$ cat config.mk
export PLATFORM = sky130hd
export DESIGN_NAME = xadc_drp_responder
export DESIGN_NICKNAME = d
export VERILOG_FILES = /design/src/rtl/xadc_drp_responder.sv
export SDC_FILE = /design/constraint.sdc
export NUM_CORES = 1
export LEC_CHECK = 0
export BUFFER_PORTS_ARGS = -buffer_cell sky130_fd_sc_hd__buf_2
export CORE_MARGIN = 2
export CORE_UTILIZATION = 50
export DETAILED_ROUTE_END_ITERATION = 12
export GPL_ROUTABILITY_DRIVEN = 0
export PLACE_DENSITY = 0.71
export RECOVER_POWER = 100
export SETUP_SLACK_MARGIN = 0.15
export SYNTH_ARGS = -nofsm -noshare
export SYNTH_HDL_FRONTEND = slang
export SYNTH_SLANG_ARGS = --single-unit
export TNS_END_PERCENT = 1
$ cat constraint.sdc
create_clock -name AdcClk -period 6.6 [get_ports AdcClk]
set_input_delay 0.33 -clock AdcClk [delete_from_list [all_inputs] [get_ports AdcClk]]
set_output_delay 0.33 -clock AdcClk [all_outputs]
set_load 0.03 [all_outputs]
$ cat src/rtl/xadc_drp_responder.sv
// Stand-in for the XADC temperature channel: SOC/EOC conversion handshake plus a
// small DRP register map (status, max, min, scratch) served from SensorCode.
//
// conversion FSM
//   state  | meaning
//   C_IDLE | waiting for AdcSoc
//   C_CONV | counting down to end of conversion, AdcBusy high
// DRP engine
//   state  | meaning
//   D_IDLE | waiting for DrpEn
//   D_WAIT | latency countdown, then DrpRdy + commit
module xadc_drp_responder #(
  parameter int CONV_CYCLES = 104,
  parameter int DRP_LAT     = 2
) (
  input  logic        AdcClk,
  input  logic        AdcRstN,
  input  logic        AdcSoc,
  input  logic [11:0] SensorCode,
  input  logic [6:0]  DrpAddr,
  input  logic        DrpEn,
  input  logic        DrpWe,
  input  logic [15:0] DrpDi,
  output logic [15:0] DrpDo,
  output logic        DrpRdy,
  output logic        AdcBusy,
  output logic        AdcEoc,
  output logic [4:0]  ChannelOut
);

  localparam logic [9:0] CONV_LOAD = 10'(CONV_CYCLES - 1);
  localparam logic [2:0] LAT_LOAD  = 3'(DRP_LAT - 1);

  typedef enum logic {C_IDLE, C_CONV} conv_state_e;
  typedef enum logic {D_IDLE, D_WAIT} drp_state_e;

  conv_state_e conv_state_q, conv_state_d;
  drp_state_e  drp_state_q, drp_state_d;
  logic [9:0]  conv_cnt_q, conv_cnt_d;
  logic [2:0]  lat_cnt_q, lat_cnt_d;
  logic [11:0] code_q, code_d;
  logic [11:0] status_q, status_d;
  logic [11:0] max_q, max_d;
  logic [11:0] min_q, min_d;
  logic        busy_q, busy_d;
  logic        eoc_q, eoc_d;
  logic [6:0]  addr_q, addr_d;
  logic        we_q, we_d;
  logic [15:0] di_q, di_d;
  logic [15:0] do_q, do_d;
  logic        rdy_q, rdy_d;
  logic [15:0] cfg0_q, cfg0_d;
  logic [15:0] cfg1_q, cfg1_d;
  logic [15:0] cfg2_q, cfg2_d;
  logic [15:0] rd_data;

  always_comb begin
    rd_data = 16'h0000;
    case (addr_q)
      7'h00:   rd_data = {status_q, 4'b0000};
      7'h20:   rd_data = {max_q, 4'b0000};
      7'h24:   rd_data = {min_q, 4'b0000};
      7'h40:   rd_data = cfg0_q;
      7'h41:   rd_data = cfg1_q;
      7'h42:   rd_data = cfg2_q;
      default: rd_data = 16'h0000;
    endcase
  end

  always_comb begin
    conv_state_d = conv_state_q;
    conv_cnt_d   = conv_cnt_q;
    code_d       = code_q;
    status_d     = status_q;
    max_d        = max_q;
    min_d        = min_q;
    busy_d       = busy_q;
    eoc_d        = 1'b0;
    case (conv_state_q)
      C_IDLE: begin
        if (AdcSoc) begin
          conv_state_d = C_CONV;
          code_d       = SensorCode;
          busy_d       = 1'b1;
          conv_cnt_d   = CONV_LOAD;
        end
      end
      C_CONV: begin
        if (conv_cnt_q == 10'd0) begin
          conv_state_d = C_IDLE;
          eoc_d        = 1'b1;
          busy_d       = 1'b0;
          status_d     = code_q;
          if (code_q > max_q) max_d = code_q;
          if (code_q < min_q) min_d = code_q;
        end else begin
          conv_cnt_d = conv_cnt_q - 10'd1;
        end
      end
      default: conv_state_d = C_IDLE;
    endcase
  end

  always_comb begin
    drp_state_d = drp_state_q;
    lat_cnt_d   = lat_cnt_q;
    addr_d      = addr_q;
    we_d        = we_q;
    di_d        = di_q;
    do_d        = do_q;
    rdy_d       = 1'b0;
    cfg0_d      = cfg0_q;
    cfg1_d      = cfg1_q;
    cfg2_d      = cfg2_q;
    case (drp_state_q)
      D_IDLE: begin
        if (DrpEn) begin
          drp_state_d = D_WAIT;
          addr_d      = DrpAddr;
          we_d        = DrpWe;
          di_d        = DrpDi;
          lat_cnt_d   = LAT_LOAD;
        end
      end
      D_WAIT: begin
        if (lat_cnt_q == 3'd0) begin
          drp_state_d = D_IDLE;
          rdy_d       = 1'b1;
          do_d        = rd_data;
          // only the scratch registers accept writes; everything else drops them
          if (we_q) begin
            case (addr_q)
              7'h40:   cfg0_d = di_q;
              7'h41:   cfg1_d = di_q;
              7'h42:   cfg2_d = di_q;
              default: ;
            endcase
          end
        end else begin
          lat_cnt_d = lat_cnt_q - 3'd1;
        end
      end
      default: drp_state_d = D_IDLE;
    endcase
  end

  always_ff @(posedge AdcClk or negedge AdcRstN) begin
    if (!AdcRstN) begin
      conv_state_q <= C_IDLE;
      conv_cnt_q   <= 10'd0;
      code_q       <= 12'h000;
      status_q     <= 12'h000;
      max_q        <= 12'h000;
      min_q        <= 12'hFFF;
      busy_q       <= 1'b0;
      eoc_q        <= 1'b0;
      drp_state_q  <= D_IDLE;
      lat_cnt_q    <= 3'd0;
      addr_q       <= 7'h00;
      we_q         <= 1'b0;
      di_q         <= 16'h0000;
      do_q         <= 16'h0000;
      rdy_q        <= 1'b0;
      cfg0_q       <= 16'h0000;
      cfg1_q       <= 16'h0000;
      cfg2_q       <= 16'h0000;
    end else begin
      conv_state_q <= conv_state_d;
      conv_cnt_q   <= conv_cnt_d;
      code_q       <= code_d;
      status_q     <= status_d;
      max_q        <= max_d;
      min_q        <= min_d;
      busy_q       <= busy_d;
      eoc_q        <= eoc_d;
      drp_state_q  <= drp_state_d;
      lat_cnt_q    <= lat_cnt_d;
      addr_q       <= addr_d;
      we_q         <= we_d;
      di_q         <= di_d;
      do_q         <= do_d;
      rdy_q        <= rdy_d;
      cfg0_q       <= cfg0_d;
      cfg1_q       <= cfg1_d;
      cfg2_q       <= cfg2_d;
    end
  end

  assign DrpDo      = do_q;
  assign DrpRdy     = rdy_q;
  assign AdcBusy    = busy_q;
  assign AdcEoc     = eoc_q;
  assign ChannelOut = 5'h00;

endmodule

### Yosys cells after proc, flatten, opt, wreduce, memory -nomap -nowiden

Cells that the tools add are included.

* flip-flop bits (word level): 154
* input bits: 40
* logic and storage cells: 69
* output and inout bits: 24

* order comparisons: 2
* reduce and logical (&&, ||, !) cells: 15
* bitwise gates (word level): 2
* add/sub/neg operators: 2
* equal/unequal tests: 10
* mux-type cells: 20

Operators with widths (number)
* $pmux 16 s6: 1
* $eq 7x7->1 const B: 3
* $mux 10: 2
* $pmux 10 s2: 1
* $eq 7x6->1 const B: 2
* $reduce_and 2->1: 7
* $gt 12x12->1: 1
* $lt 12x12->1: 1
* $reduce_and 4->1: 3
* $logic_not 10->1: 1
* $mux 1: 10
* $sub 10x1->10 const B: 1
* $ne 2x2->1 const B: 4
* $logic_not 7->1: 1
* $mux 3: 2
* $pmux 1 s2: 3
* $pmux 3 s2: 1
* $reduce_and 3->1: 2
* $logic_not 3->1: 1
* $sub 3x1->3 const B: 1
* $ne 2x1->1 const B: 1
* $not 1->1: 2

### Depth between registers and ports, before layout

Gate-level depths: netlist of the first run.

* depth after elaboration: 3
* mapped depth: 9
* gate-level depth less buffers: 7

### Worst setup path after synthesis of the first run

No wires, ideal clock.

* path type: reg2reg
* start: register conv_cnt_q[6]
* end: register min_q[10]
* cell stages (with the launch flop): 9
* buffers on the path: 3
* library setup time: 0.085 ns
* clock period less this slack: 2.443 ns
* data arrival time: 2.358 ns
* required time: 6.515 ns
* path slack: 4.157 ns
* cell sequence: dfrtp_1 -> or4_1 -> buf_2 -> nand4bb_1 -> buf_2 -> a211o_1 -> a221oi_2 -> buf_6 -> mux2_1

* longest elaborated chain between the ends: 2

Ends and longest elaborated chain
* from (decl): RTL line 39 `logic [9:0] conv_cnt_q, conv_cnt_d;`
* from (signal assigned): RTL line 169 `conv_cnt_q <= conv_cnt_d;`
* $logic_not 10->1: RTL line 89 `if (conv_cnt_q == 10'd0) begin`
* $reduce_and 3->1 (no source line)
* to (signal assigned): RTL line 173 `min_q <= min_d;`
* to (decl): RTL line 44 `logic [11:0] min_q, min_d;`

No other way between the ends.
A chain may end at the register's enable or synchronous reset.

### Worst setup path in the final report of the first run

* start: register conv_cnt_q[6]
* end: register min_q[0]

Same word-level chain as after synthesis.

==> results of run 1 <==
-- flip-flops by register name, indices dropped and copies added (netlist names), 3 cells and up --
register,count
min_q,12
di_q,16
max_q,12
cfg0_q,16
DrpDo,16
conv_cnt_q,10
cfg1_q,16
addr_q,7
lat_cnt_q,3
status_q,12
cfg2_q,16
code_q,12
-- cell type report --
class                      instances  area, sq um  area share
clock buffer                      22        454.2     0.05625
clock inverter                    10        118.9     0.01472
inverter                          33        123.9     0.01534
multi-input combinational        393         2988      0.3701
sequential                       154         3869      0.4792
tap                              180        225.2     0.02789
timing repair buffer              64        295.3     0.03657
-- worst max-delay path by stage --
stage,cells past startpoint,endpoint
after floorplan,8,min_q[10]
after global placement,6,min_q[1]
after detailed placement,6,min_q[0]
after CTS,6,min_q[0]
after global routing,2,cfg0_q[6]
final,6,min_q[0]
-- cell families (layout without fill, tap and decap cells) --
logic type | count (synthesis) | after routing | synth area share
buffers and inverters | 69 | 129 | 0.04047
AO/OA/AOI/OAI | 99 | 99 | 0.09005
adder cells (fa/ha/maj) | 27 | 27 | 0.04730
other | 1 | 5 | 0.0005251
multiplexers | 122 | 122 | 0.1903
XOR/XNOR | 1 | 1 | 0.001227
AND/OR/NAND/NOR | 139 | 139 | 0.08848
flip-flops | 154 | 154 | 0.5417
-- cell usage after synthesis (2+ instances only) --
cell	instances	area [sq um]
o21ai_0	35	175.2
dfstp_2	12	315.3
buf_1	3	11.26
nor2_1	21	78.83
and3_1	3	18.77
a2bb2oi_1	4	35.03
inv_1	33	123.9
o211ai_1	2	15.01
mux2_2	100	1126
buf_4	5	37.54
nor2b_1	7	43.79
nand2_1	77	289.0
a22oi_1	8	60.06
mux2_1	10	112.6
o2bb2ai_1	6	52.55
a222oi_1	5	50.05
o22ai_1	2	12.51
o2111ai_1	2	17.52
a31oi_1	5	31.28
nand2b_1	5	31.28
dfrtp_1	142	3553
nor3_1	6	30.03
mux2i_1	12	120.1
buf_2	3	15.01
a21o_1	2	15.01
and4_1	2	17.52
clkbuf_1	24	90.09
a211o_1	2	17.52
nand3_1	4	20.02
a21oi_1	19	95.09
nand4_1	5	31.28
ha_1	27	337.8
-- critical path, stage by stage, from the launching register on --
cell	delay, ps
dfrtp_1	410
or4_1	630
nand4bb_1	230
clkbuf_1	380
a211o_1	400
a221oi_1	1410
mux2_2	440
-- metal layers --
metal | up-vias | wire [microns] | track usage
met2 | 124 | 7315 | 0.3499
met4 | 0 | 293 | 0.07884
met3 | 26 | 655 | 0.05397
li1 | 2245 | - | -
met1 | 2465 | 7068 | 0.2885
met5 | - | 0 | 0
-- per-stage QoR --
stage,util,hold WS [ps],cell area (sq um)
after floorplan,-,34.41,7157
after global placement,0.5431,448.4,7567
after detailed placement,0.5431,468.3,7567
after CTS,0.5842,23.69,8140
after global routing,0.5794,58.59,8074
final,0.5794,-42.12,8074
-- report_power, final --
group          leakage [nW]  internal (W)  switching [W]
logic                  1.53      0.000200       0.000256
registers              1.98       0.00110       0.000188
clock network         0.271      0.000567       0.000378
-- cells in the final DEF, fill, tap and decap left out, types with 3 or more instances in the layout --
cell / count
o2bb2ai_1: 6
nor3_1: 7
dfstp_2: 12
a22oi_1: 8
inv_1: 33
and3_1: 3
clkbuf_16: 17
mux2_2: 100
a31oi_1: 5
nor2_1: 21
nor2b_1: 7
dfrtp_1: 142
clkbuf_1: 29
mux2_1: 10
a222oi_1: 5
o21ai_0: 35
nand4_1: 5
nand3_1: 4
conb_1: 5
clkinvlp_4: 3
buf_2: 38
ha_1: 27
a21oi_1: 19
nand2b_1: 5
a2bb2oi_1: 4
nand2_1: 77
mux2i_1: 12
==> impl_results.md, run 1 <==
* Starting density of the core at 0.5125
* Initial antenna violation count at 0
* Drt initial violations at 351
* Pwr/cell area at 332.9 nW/um^2
* Die Ht at 123.5 microns
* Worst Path Arrival at 4340 ps
* Top FF cell, synth: dfrtp_1
* Die area at 15260 sq um
* Post-Route Skew at 7.214 ps
* Area grow syn2layout at 13.05%
* Sequential share of the synthesized area at 0.5417
* DRC at 0
* Avg WL per Cell at 17.91 microns
* Drt pass-1 iters at 5
* Synth cell types at 51
* Hold Path Class: in -> async
* CTS Buf Count at 17
* Synth Warn # at 0
* N_diodes at 0
* Synthesized cell area at 7142 sq um
* Ys async rst share at 1.000
* Layout cells sized above 1 at 0.2692
* Least-Margin Pin Slew at 3308 ps
* Synth Register Bits at 154
* Top-Level Pins at 64
* Outcome: finished, violations left
* Final #Nets at 730
* Pre-CTS setup slack at 3498 ps
* Die span in x at 123.5 microns
* Grt ovf at 0
* Core ar. at 13930 sq um
* Cell count after placement at 824
* Clock latency on the worst-skew pair at 420 ps
* Drt total wl at 15.33 mm
* Leakage power at 3.783 nW
* Tcrit/Tclk final at 0.6052
* Hold Buf Count CTS at 0
* Setup bufs post-CTS at 0
* Total power at 0.002688 W
* Crit Path Class: reg -> reg
* Register-to-register setup slack at 2610 ps
* Endpoints failing hold at 16
* Clk pin slew, worst setup/hold paths at 60 ps
* Slew Limit Fails at 78
* Via/cell ratio at 5.678
* Post_cts resized at 0
* Max Cap Viol at 2
* Critical Path Sink Type: flip-flop
* FMAX at 0.2503 GHz
* Worst r2r path cells at 6
* Filler cells at 1134
* Vias in the first global route at 4946
* Worst r2r src: conv_cnt_q[6]
* Final min period at 3994 ps
* Worst slew margin at -1.205
* Post-DP HPWL at 10.54 mm
* EDFF count, synth at 0
* CTS root buf: clkbuf_16
* Req. time, crit path at 6950 ps
* RSZ-0062 raised after global routing: no
* Final setup margin at 2606 ps
* CTS tree: built
* Reg2reg end: min_q[0]
* CP Launch Point: conv_cnt_q[6]
* GRT Overall Usage at 0.2182
* IO Port Bufs at 58
* Worst VDD drop at 0.0001991 V
* Via count at 4860
* H-tree depth at 4
* Non-filler cells, final at 856
* Clock net sink count at 154
* # setup viols final at 0
* Site Rows at 43
* ANT nets after route at 0
* Setup tns final at 0 ps
* CTS Buffer Depth at 2
* Worst-path maximum fanout at 15
* Failing checks: hold timing, capacitance limit, slew limit
* Largest net degree at the start of global routing at 92
* First-pass GRT wire length at 25.14 mm
* Hold slack final at -42.12 ps
* Startpoint type of the worst setup path: flip-flop
* Avg Synthesized Cell Area at 11.67 sq um
* Mapped Cells at 612
(Power assumes the default switching activity.)
==> run 2: changes to the inputs <==
clock period = 3.8 ns   (was 6.6 ns; I/O delays follow)
==> run 2 against run 1 <==
Compared with the run above: the flow finishes with violations (capacitance limit, slew limit); register-to-register slack worse by 2000 ps; final area increased by 4.8%; hold slack improved by 55 ps; die area did not move; sequential share of layout area down 2.2 points; power up 80%; via count rose by 1.5%; maximum frequency up 26%; clock power increased by 87%; first-iteration DRC count is 26% lower; largest cell class unchanged; largest power group unchanged.
==> impl_results.md, run 2 (synthesized netlist as in run 1, its figures left out) <==
* Final #Nets at 765 (+4.8%)
* Post-DP HPWL at 10.72 mm (+1.7%)
* Least-Margin Pin Slew at 2350 ps (-957.3 ps)
* N_diodes at 0 (unchanged)
* Site Rows at 43 (unchanged)
* Worst Path Arrival at 3480 ps (-860 ps)
* Post-DP Area at 7597 sq um (+0.40%)
* Max Used Layer: met4
* Met3 wire length at 609 microns (-7.0%)
* Via/cell ratio at 5.544 (-2.4%)
* Die span in x at 123.5 microns (unchanged)
* H-tree depth at 4 (unchanged)
* Failing checks: capacitance limit, slew limit
* Via count at 4934 (+1.5%)
* Worst path max stage delay at 630 ps (-780 ps)
* Most frequent cells in the layout: dfrtp_1 (142), mux2_2 (99), nand2_1 (77)
* CTS tree: built
* Drt total wl at 15.56 mm (+1.5%)
* Top-Level Pins at 64 (unchanged)
* Hold Path Class: in -> reg
* Leakage power at 3.959 nW (+4.6%)
* FMAX at 0.3149 GHz (+26%)
* Req. time, crit path at 4100 ps (-2850 ps)
* # setup viols final at 0 (unchanged)
* First-pass GRT wire length at 25.32 mm (+0.74%)
* Initial antenna violation count at 0 (unchanged)
* CP most frequent cell: nand2_1
* ANT nets after route at 0 (unchanged)
* Total power at 0.004843 W (+80%)
* Post_cts resized at 0 (unchanged)
* Hold Buf Count CTS at 31 (+31)
* CTS Buf Count at 17 (unchanged)
* RSZ-0062 raised after global routing: no
* Worst path top cell family by delay: simple AND/OR/NAND/NOR gates
* Max Cap Viol at 1 (-1)
* DRC at 0 (unchanged)
* Tcrit/Tclk final at 0.8356 (+0.2304)
* CTS Buffer Depth at 2 (unchanged)
* Drt pass-1 iters at 7 (+2)
* Critical Path Sink Type: flip-flop
* Setup bufs post-CTS at 0 (unchanged)
* Clock net sink count at 154 (unchanged)
* Endpoints failing hold at 0 (-16)
* Post-Route Skew at 9.185 ps (+1.971 ps)
* Worst Path Buf+Inv at 1 (unchanged)
* Outcome: finished, violations left
* IO Port Bufs at 58 (unchanged)
* Setup tns final at 0 ps (unchanged)
* Slew Limit Fails at 97 (+24%)
* Crit-path cells: nor4_2 -> clkbuf_1 -> nand2_1 -> nor3_2 -> nand2_1 -> mux2_2
* Vias in the first global route at 5037 (+1.8%)
* Drt initial violations at 259 (-26%)
* Core ar. at 13930 sq um (unchanged)
* Clock latency on the worst-skew pair at 430 ps (about the same)
* Metal2 WL at 7.641 mm (+4.5%)
* Worst-path cell with the longest stage delay: dfrtp_1
* Crit Path Class: reg -> reg
* Die Ht at 123.5 microns (unchanged)
* Worst-path maximum fanout at 25 (+10)
* GRT Overall Usage at 0.2204 (+0.002192)
* Die area at 15260 sq um (unchanged)
* Worst slew margin at -0.5670 (+0.6382)
* Met1 Wirelength at 7.078 mm (+0.14%)
* Grt ovf at 0 (unchanged)
* Clk pin slew, worst setup/hold paths at 60 ps (about the same)
* Final min period at 3175 ps (-819.2 ps)
* CTS root buf: clkbuf_16
* Area grow syn2layout at 18.48%
* Starting density of the core at 0.5125 (unchanged)
* Commonest non-fill, non-tap cell in the layout: dfrtp_1
* Pwr/cell area at 572.3 nW/um^2 (+72%)
* Worst VDD drop at 0.0003807 V (+91%)
* Layout cells sized above 1 at 0.2676 (-0.001625)
* Cell area after layout at 8462 sq um (+4.8%)
* Largest net degree at the start of global routing at 97 (+5.4%)
* Startpoint type of the worst setup path: flip-flop
* Avg WL per Cell at 17.48 microns (-2.4%)
run 2: cell types whose count changed in the layout (fill, tap and decap cells not counted), moves of 2 or more:
cell / before / now
dlygate4sd3_1: 0 / 31
clkbuf_1: 29 / 25
clkbuf_2: 0 / 3
clkbuf_8: 1 / 4
buf_4: 0 / 2
run 2: power by group:
group,internal (W),switching [W],total (W)
combinational,0.000377,0.000453,0.000829
sequential,0.00191,0.000341,0.00225
clock,0.00110,0.000666,0.00177
total,0.00338,0.00146,0.00484
run 2: worst paths after layout:
check | startpoint | depth (start not counted) | slack, ps | end
max | addr_q[2] | 6 | 620 | cfg0_q[6]
min | DrpDi[5] | 2 | 10 | di_q[5]
max reg2reg | addr_q[2] | 6 | 620 | cfg0_q[6]
min reg2reg | conv_cnt_q[7] | 1 | 480 | conv_cnt_q[7]
max in group asynchronous | AdcRstN | 3 | 1000 | cfg0_q[10]
min in group asynchronous | AdcRstN | 2 | 1020 | addr_q[5]
run 2: cell type report:
cell class	count	area, sq um
fill	1127	5473
sequential	154	3869
multi-input combinational	393	2999
timing repair buffer	99	624.3
clock buffer	21	480.5
tap	180	225.2
clock inverter	10	140.1
inverter	33	123.9
run 2: per-stage QoR:
step	utilization	setup slack (ps)	hold WS [ps]	cells
floorplan	-	1357	-105.6	616
finish	0.6073	624.8	12.51	890
detailed placement	0.5452	1066	351.4	828
CTS	0.6120	1037	2.669	890
global placement	0.5452	1201	339.1	828
global route	0.6073	418.1	0.4617	890
run 2: per-layer routing:
| metal | up-vias | GRT usage |
|---|---|---|
| li1 | 2319 | - |
| met1 | 2481 | 0.2879 |
| met2 | 117 | 0.3609 |
| met3 | 17 | 0.05351 |
| met4 | 0 | 0.07457 |
| met5 | - | 0 |
==> run 3: changes to the inputs <==
clock period = 3.17 ns   (was 3.8 ns; I/O delays follow)
==> run 3 against run 2 <==
Compared with the run above: the run still ends with capacitance limit, slew limit left; sequential cell count is the same; power is 25% higher; clock power grew 33%; die area stayed put; worst setup slack got worse by 290 ps; sequential power increased by 16%; critical path depth down 1; maximum frequency rose by 12%; via count grew 0.99%; register-to-register slack got worse by 290 ps; clock-buffer cell count down 1.
==> impl_results.md, run 3 (synthesized netlist as in run 1, its figures left out) <==
* Most frequent cells in the layout: dfrtp_1 (142), mux2_2 (100), nand2_1 (77)
* Drt total wl at 15.41 mm (-0.91%)
* FMAX at 0.3532 GHz (+12%)
* Startpoint type of the worst setup path: flip-flop
* Core ar. at 13930 sq um (unchanged)
* Critical Path Sink Type: flip-flop
* # setup viols final at 0 (unchanged)
* Endpoints failing hold at 0 (unchanged)
* Req. time, crit path at 3470 ps (-630 ps)
* Tcrit/Tclk final at 0.8932 (+0.05764)
* N_diodes at 0 (unchanged)
* Layout cells sized above 1 at 0.2683 (+0.0007208)
* Drt initial violations at 292 (+13%)
* Worst Path Arrival at 3130 ps (-350 ps)
* CTS Buf Count at 17 (unchanged)
* Clock latency on the worst-skew pair at 420 ps (about the same)
* Post-DP HPWL at 10.76 mm (+0.39%)
* Site Rows at 43 (unchanged)
* Commonest non-fill, non-tap cell in the layout: dfrtp_1
* CTS root buf: clkbuf_16
* Avg WL per Cell at 17.07 microns (-2.3%)
* First-pass GRT wire length at 25.32 mm (unchanged)
* Area grow syn2layout at 20.74%
* Pwr/cell area at 702.5 nW/um^2 (+23%)
* Max Cap Viol at 2 (+1)
* RSZ-0062 raised after global routing: no
* CTS Buffer Depth at 2 (unchanged)
* Top-Level Pins at 64 (unchanged)
* Die span in x at 123.5 microns (unchanged)
* Hold Path Class: in -> reg
* Drt pass-1 iters at 4 (-3)
* H-tree depth at 4 (unchanged)
* Worst slew margin at -0.2720 (+0.2950)
* Die area at 15260 sq um (unchanged)
* Cell area after layout at 8623 sq um (+1.9%)
* GRT Overall Usage at 0.2195 (-0.0009599)
* Vias in the first global route at 5247 (+4.2%)
* ANT nets after route at 0 (unchanged)
* Worst VDD drop at 0.0004405 V (+16%)
* Slew Limit Fails at 106 (+9.3%)
* Least-Margin Pin Slew at 1908 ps (-442.5 ps)
* Leakage power at 4.047 nW (+2.2%)
* Post-Route Skew at 6.974 ps (-2.211 ps)
* Worst-path maximum fanout at 10 (-60%)
* Grt ovf at 0 (unchanged)
* Crit Path Class: reg -> reg
* Setup tns final at 0 ps (unchanged)
* Final #Nets at 777 (+1.6%)
* Outcome: finished, violations left
* Filler cells at 1090 (-3.3%)
* Clk pin slew, worst setup/hold paths at 60 ps (about the same)
* Final min period at 2832 ps (-343.7 ps)
* Via/cell ratio at 5.518 (-0.46%)
* IO Port Bufs at 58 (unchanged)
* Via count at 4983 (+0.99%)
* Post-DP Area at 7642 sq um (+0.59%)
* CTS tree: built
* Clock net sink count at 154 (unchanged)
* Largest net degree at the start of global routing at 80 (-18%)
* Die Ht at 123.5 microns (unchanged)
* Initial antenna violation count at 0 (unchanged)
* Failing checks: capacitance limit, slew limit
* Hold slack final at 66.57 ps (+54.06 ps)
* DRC at 0 (unchanged)
* Starting density of the core at 0.5125 (unchanged)
[run 3: cell count changes in the layout (fill, tap and decap cells not counted), sizes merged]
cell         change
bufinv           +4
clkinvlp         -3
buf              +5
dlygate4sd3      +6
clkinv           +1
[run 3: critical path, cell delays in order, from the launching register on]
cell      delay [ps]
dfrtp_1          390
nor4_1           570
clkbuf_1         520
nand4_1          540
clkbuf_2         370
mux2_2           320
[run 3: routing by layer]
layer / vias up / track usage / part of all wire
li1: 2345 / - / -
met1: 2479 / 0.2791 / 0.44
met2: 130 / 0.3568 / 0.49
met3: 29 / 0.05028 / 0.043
met4: 0 / 0.1016 / 0.023
met5: - / 0 / 0
[run 3: final cells by class]
cell class,instances,area [sq um],share of cell area
tap,180,225.2,0.02612
clock buffer,20,446.7,0.05180
multi-input combinational,393,2990,0.3468
timing repair buffer,111,725.7,0.08416
clock inverter,12,242.7,0.02815
sequential,154,3869,0.4486
inverter,33,123.9,0.01436
[run 3: what timing repair did]
item | in CTS | in global routing
gates resized for setup | 0 | 0
setup buffers | 0 | 0
setup endpoints to repair | 0 | 0
hold endpoints to repair | 113 | 0
hold buffers | 37 | 0
[run 3: per-stage QoR]
stage               total power [W]  std cells    util  worst slack, ps
detailed placement         0.003727        834  0.5484            660.9
global placement           0.003662        834  0.5484            714.8
finish                     0.006058        903  0.6188            338.5
global route               0.006349        903  0.6188            238.0
floorplan                  0.003312        616       -            727.1
CTS                        0.006124        903  0.6245            624.4
[run 3: report_power, final]
part | switching, W | total [W] | leakage, nW | internal, W
Combinational | 0.000627 | 0.00110 | 1.72 | 0.000473
Sequential | 0.000319 | 0.00261 | 1.98 | 0.00229
Clock | 0.000775 | 0.00235 | 0.338 | 0.00158
Total | 0.00172 | 0.00606 | 4.05 | 0.00434
[run 3: path summary, 6_finish.rpt]
path / from / endpoint / slack [ps] / cells after the start
hold reg to reg: conv_cnt_q[7] / conv_cnt_q[7] / 480 / 1
hold / removal: DrpEn / drp_state_q / 70 / 3
min in group asynchronous: AdcRstN / addr_q[5] / 810 / 2
setup / recovery: addr_q[3] / cfg1_q[11] / 340 / 5
max in group asynchronous: AdcRstN / di_q[14] / 980 / 3
setup reg to reg: addr_q[3] / cfg1_q[11] / 340 / 5
